<file path="src/rtl/debounce_edge.sv">
`default_nettype none
// ============================================================================
// Module      : debounce_edge
// Description : Two-flop synchronizer followed by a four-state debounce FSM.
//               A level change is accepted only after STABLE_CYCLES
//               consecutive identical synchronized samples. Accepted changes
//               produce one-cycle rise/fall pulses. Candidate changes that
//               collapse early are counted in a saturating glitch counter.
// Revision    : 1.0 - initial release
// ============================================================================
module debounce_edge #(
   parameter int STABLE_CYCLES = 4,
   parameter int CNT_W         = 8
) (
   input  logic             clk,
   input  logic             rst,
   input  logic             in,
   input  logic             clr,
   output logic             level,
   output logic             rise,
   output logic             fall,
   output logic             busy,
   output logic [CNT_W-1:0] glitch_cnt
);

   // Qualification counter wide enough to hold STABLE_CYCLES
   localparam int RUN_W = (STABLE_CYCLES > 1) ? $clog2(STABLE_CYCLES + 1) : 1;

   localparam logic [RUN_W-1:0] c_run_zero = '0;
   localparam logic [RUN_W-1:0] c_run_one  = RUN_W'(1);
   localparam logic [RUN_W-1:0] c_run_last = RUN_W'(STABLE_CYCLES - 1);
   localparam logic [CNT_W-1:0] c_cnt_max  = '1;
   localparam bit               c_single   = (STABLE_CYCLES == 1);

   typedef enum logic [1:0] {
      LOW      = 2'd0,
      CHK_HIGH = 2'd1,
      HIGH     = 2'd2,
      CHK_LOW  = 2'd3
   } state_t;

   logic             r_s1;
   logic             r_s2;
   logic             w_in_q;
   state_t           r_state;
   state_t           w_state_nxt;
   logic [RUN_W-1:0] r_run_cnt;
   logic [RUN_W-1:0] w_run_nxt;
   logic             w_rise_nxt;
   logic             w_fall_nxt;
   logic             w_glitch_evt;

   assign w_in_q = r_s2;

   // Synchronize the asynchronous input before the FSM ever looks at it
   always_ff @(posedge clk) begin
      if (rst) begin
         r_s1 <= 1'b0;
         r_s2 <= 1'b0;
      end else begin
         r_s1 <= in;
         r_s2 <= r_s1;
      end
   end

   // Next-state, run counter and event decode
   always_comb begin
      w_state_nxt  = r_state;
      w_run_nxt    = r_run_cnt;
      w_rise_nxt   = 1'b0;
      w_fall_nxt   = 1'b0;
      w_glitch_evt = 1'b0;
      case (r_state)
         LOW: begin
            if (w_in_q) begin
               if (c_single) begin
                  w_state_nxt = HIGH;
                  w_run_nxt   = c_run_zero;
                  w_rise_nxt  = 1'b1;
               end else begin
                  w_state_nxt = CHK_HIGH;
                  w_run_nxt   = c_run_one;
               end
            end
         end
         CHK_HIGH: begin
            if (w_in_q) begin
               if (r_run_cnt == c_run_last) begin
                  w_state_nxt = HIGH;
                  w_run_nxt   = c_run_zero;
                  w_rise_nxt  = 1'b1;
               end else begin
                  w_run_nxt = r_run_cnt + 1'b1;
               end
            end else begin
               w_state_nxt  = LOW;
               w_run_nxt    = c_run_zero;
               w_glitch_evt = 1'b1;
            end
         end
         HIGH: begin
            if (!w_in_q) begin
               if (c_single) begin
                  w_state_nxt = LOW;
                  w_run_nxt   = c_run_zero;
                  w_fall_nxt  = 1'b1;
               end else begin
                  w_state_nxt = CHK_LOW;
                  w_run_nxt   = c_run_one;
               end
            end
         end
         CHK_LOW: begin
            if (!w_in_q) begin
               if (r_run_cnt == c_run_last) begin
                  w_state_nxt = LOW;
                  w_run_nxt   = c_run_zero;
                  w_fall_nxt  = 1'b1;
               end else begin
                  w_run_nxt = r_run_cnt + 1'b1;
               end
            end else begin
               w_state_nxt  = HIGH;
               w_run_nxt    = c_run_zero;
               w_glitch_evt = 1'b1;
            end
         end
         default: begin
            w_state_nxt = LOW;
            w_run_nxt   = c_run_zero;
         end
      endcase
   end

   // State register with outputs registered from the next-state decode
   always_ff @(posedge clk) begin
      if (rst) begin
         r_state   <= LOW;
         r_run_cnt <= c_run_zero;
         level     <= 1'b0;
         rise      <= 1'b0;
         fall      <= 1'b0;
         busy      <= 1'b0;
      end else begin
         r_state   <= w_state_nxt;
         r_run_cnt <= w_run_nxt;
         level     <= (w_state_nxt == HIGH) || (w_state_nxt == CHK_LOW);
         rise      <= w_rise_nxt;
         fall      <= w_fall_nxt;
         busy      <= (w_state_nxt == CHK_HIGH) || (w_state_nxt == CHK_LOW);
      end
   end

   // Saturating glitch counter; clear beats a coincident glitch
   always_ff @(posedge clk) begin
      if (rst) begin
         glitch_cnt <= '0;
      end else if (clr) begin
         glitch_cnt <= '0;
      end else if (w_glitch_evt && (glitch_cnt != c_cnt_max)) begin
         glitch_cnt <= glitch_cnt + 1'b1;
      end
   end

endmodule
`default_nettype wire

</file>
<file path="config.mk">
export PLATFORM = sky130hd
export DESIGN_NAME = debounce_edge
export DESIGN_NICKNAME = d
export VERILOG_FILES = /design/src/rtl/debounce_edge.sv
export SDC_FILE = /design/constraint.sdc
export NUM_CORES = 1
export LEC_CHECK = 0
export ABC_AREA = 1
export CAP_MARGIN = 10
export CORE_UTILIZATION = 42
export CTS_BUF_LIST = sky130_fd_sc_hd__clkbuf_4 sky130_fd_sc_hd__clkbuf_8
export CTS_CLUSTER_SIZE = 10
export DETAILED_ROUTE_END_ITERATION = 6
export DONT_BUFFER_PORTS = 1
export PLACE_DENSITY = 0.62
export SETUP_SLACK_MARGIN = 0.02
export SLEW_MARGIN = 10
export SYNTH_ARGS = -nofsm -noshare
export SYNTH_HDL_FRONTEND = slang
export SYNTH_SLANG_ARGS = --single-unit
</file>
<file path="constraint.sdc">
create_clock -name clk -period 1.55 [get_ports clk]
set_input_delay 0.0775 -clock clk [delete_from_list [all_inputs] [get_ports clk]]
set_output_delay 0.0775 -clock clk [all_outputs]
set_load 0.01 [all_outputs]
</file>
==> results by group <==
STA
  • Unrepaired setup endpoints after global routing: false
  • Clock skew: 0.00244 ns
  • Final Setup Violations: 0
  • Max frequency: 780 MHz
  • Relative slew slack: 76.9%
  • Fin. Hold Viols: 0
  • Worst-Margin Slew: 0.345 ns
  • Setup TNS: 0 ns
  • Final Max Slew Viols: 0
  • Period utilization: 82.7%
  • Tmin final: 1.28 ns

Final layout
  • Final design utilization: 51.6%
  • Final nets: 131
  • Final Non-Filler Cells: 148
  • Fill cells: 180
  • Storage element area: 360 µm²
  • N_diodes: 0
  • Most common cell after layout, fill and taps aside: nand2_1
  • Area Growth Syn to Fin: 12.4%
  • Post-route cell area: 920 µm²
  • Share of cells above drive strength 1: 11.4%
  • Most frequent cells in the layout: 31 x nand2_1, 18 x dfxtp_1, 16 x nor2_1, 12 x inv_1, 9 x a21oi_1
  • Multi-input gate area: 397 µm²

Yosys
  • Cell Area, Synth: 818 µm²
  • XOR/XNOR share of the synthesized area: 3.21%
  • Synthesized area per cell: 7.12 µm²
  • Adder-Cell Fraction of Synth Area: 3.06%
  • #FFs+latches synth: 18
  • Syn nets: 121
  • Syn. warnings: 0
  • Largest family of logic cells by synthesized area: simple AND/OR/NAND/NOR gates
  • Mux contribution to synthesized area: 0%
  • Cells after synthesis: 115
  • Compound-Gate Fraction of Synth Area: 8.26%
  • Fraction of the yosys area taken by sequential cells: 44.0%
  • Synth unique cells: 20
  • Simple-Gate Fraction of Synth Area: 33.9%

Routing
  • DR DRC count: 0
  • Vias: 687
  • Via/cell ratio: 4.64
  • Drt initial violations: 19
  • Routed WL per cell: 10.3 µm
  • Detailed Routing Iterations Pass 1: 4
  • Total wire length: 1520 µm
  • Antenna-violating nets left: 0

Worst setup path
  • CP Capture Type: register
  • CP max stage delay: 0.74 ns
  • Crit path arrival time: 1.46 ns
  • Crit path cell chain: dlygate4sd3_1 > nor2_1 > dlygate4sd3_1
  • Delay-heaviest family, CP: buffers and inverters
  • Critical Path RT: 1.72 ns
  • Critical Path Fanout Max: 10
  • Bufs and invs on worst path: 2
  • Crit path kind: primary input to register
  • Cell mode on critical path: dlygate4sd3_1
  • Slowest-stage cell, CP: dlygate4sd3_1
  • Crit path launch type: primary input

Clock network
  • Total CTS buffers: 3
  • CTS Sinks: 18
  • Clk pin slew, worst setup/hold paths: 0.09 ns
  • Root buffer cell: clkbuf_4
  • H-tree depth: 1
  • Post-CTS setup buffer count: 0
  • Clock buffer depth: 2
  • Worst skew pair latency: 0.28 ns
  • CTS tree: yes

Placement
  • Placed cells: 142
  • Gp weighted congestion: 0.779
  • Dpl hpwl: 1180 µm
  • Area post-placement: 867 µm²
  • PortBufs: 0

Floorplan
  • Core area: 1780 µm²
  • Starting density of the core: 45.9%
  • Die area: 2130 µm²
  • Chip Width: 46.1 µm
  • I/O pins: 16
  • Row cnt: 15
  • Die Height: 46.1 µm

Power and ir drop
  • Leakage power: 0.368 nW
  • Pwr Total: 0.724 mW
  • VDD IR max: 0.563 mV
  • Power Density: 787 nW/µm²

Global routing
  • Initial antenna violation count: 0
  • GRT Residual Overflow: 0
  • GRT Resource Usage Total: 17.0%
  • Largest net degree at the start of global routing: 11
  • Global-route wire length before repair: 2550 µm
  • Number of global-route vias before repair: 634

Run
  • Max_cap viols: 0

Hold path
  • Worst hold-check path type: register to register

Status
  • Status: complete, no violations
## final cells by class
| cell class | instances | area share (%) |
|---|---|---|
| flip-flops and latches | 18 | 39.2 |
| well taps | 25 | 3.40 |
| clock buffers | 3 | 2.45 |
| multi-input cells | 81 | 43.1 |
| inverters | 15 | 6.12 |
| repair buffers | 6 | 5.71 |
## report_power, final
part	internal (mW)	switching [mW]	leakage [nW]	total, mW
clock network	0.0901	0.126	0.0138	0.217
logic	0.0136	0.0218	0.208	0.0353
registers	0.468	0.00395	0.146	0.472
total	0.572	0.152	0.368	0.724
## state kept, by name (all words and copies together) (netlist names)
register,cells
rise,1
busy,1
r_s1,1
level,1
r_state,1
fall,1
r_s2,1
r_run_cnt,3
glitch_cnt,8
## kinds of logic (layout without fill, tap and decap cells)
family / Yosys count / in the layout
AO/OA/AOI/OAI: 13 / 13
XOR/XNOR: 3 / 3
adder cells (fa/ha/maj): 2 / 2
buffers and inverters: 16 / 24
flip-flops: 18 / 18
AND/OR/NAND/NOR: 63 / 63
## final timing paths
kind | startpoint | to | slack (ns) | depth (start not counted)
worst min-delay path | r_s1 | r_s2 | 0.41 | 2
worst min register to register | r_s1 | r_s2 | 0.41 | 2
worst max register to register | glitch_cnt[2] | glitch_cnt[1] | 0.27 | 7
worst max-delay path | rst | r_s1 | 0.27 | 3
## per-stage QoR
stage	hold slack, ns	worst slack, ns
3_3_place_gp	0.150	0.319
6_report	0.406	0.269
4_1_cts	0.408	0.267
3_5_place_dp	0.152	0.291
5_1_grt	0.424	0.172
2_1_floorplan	0.184	0.284
## per-layer routing
| metal | GRT usage, % | part of all wire (%) | vias up | routed length, µm |
|---|---|---|---|---|
| met5 | 0 | 0 | - | 0 |
| met2 | 28.5 | 50 | 8 | 756 |
| met1 | 19.8 | 46 | 298 | 705 |
| met3 | 2.35 | 3.2 | 2 | 49 |
| met4 | 11.8 | 0.79 | 0 | 12 |
| li1 | - | - | 379 | - |
## tightest hold or removal path, delay by kind of cell (launching register included)
kind | cells | cell delay (ns)
flip-flops | 1 | 0.31
AND/OR/NAND/NOR | 1 | 0.03
buffers and inverters | 1 | 0.04
## what timing repair did
| action | 4_1_cts | 5_1_grt |
|---|---|---|
| endpoints found under the setup margin | 0 | 0 |
| gates resized for setup | 0 | 0 |
| hold buffers | 3 | 0 |
| hold endpoints to repair | 11 | 0 |
## synthesized netlist by cell type, drive strengths merged
master	count	area share (%)
a21oi	9	5.5
buf	1	0.61
dfxtp	18	44
ha	2	3.1
inv	15	6.9
nand2	35	18
nand3	6	3.7
nand3b	1	0.92
nor2	17	8.7
nor3	2	1.2
nor4	2	1.5
o21a	1	0.92
o21ai	3	1.8
xnor2	1	1.1
xor2	2	2.1
Note: power is estimated with default switching activity, not from simulation.
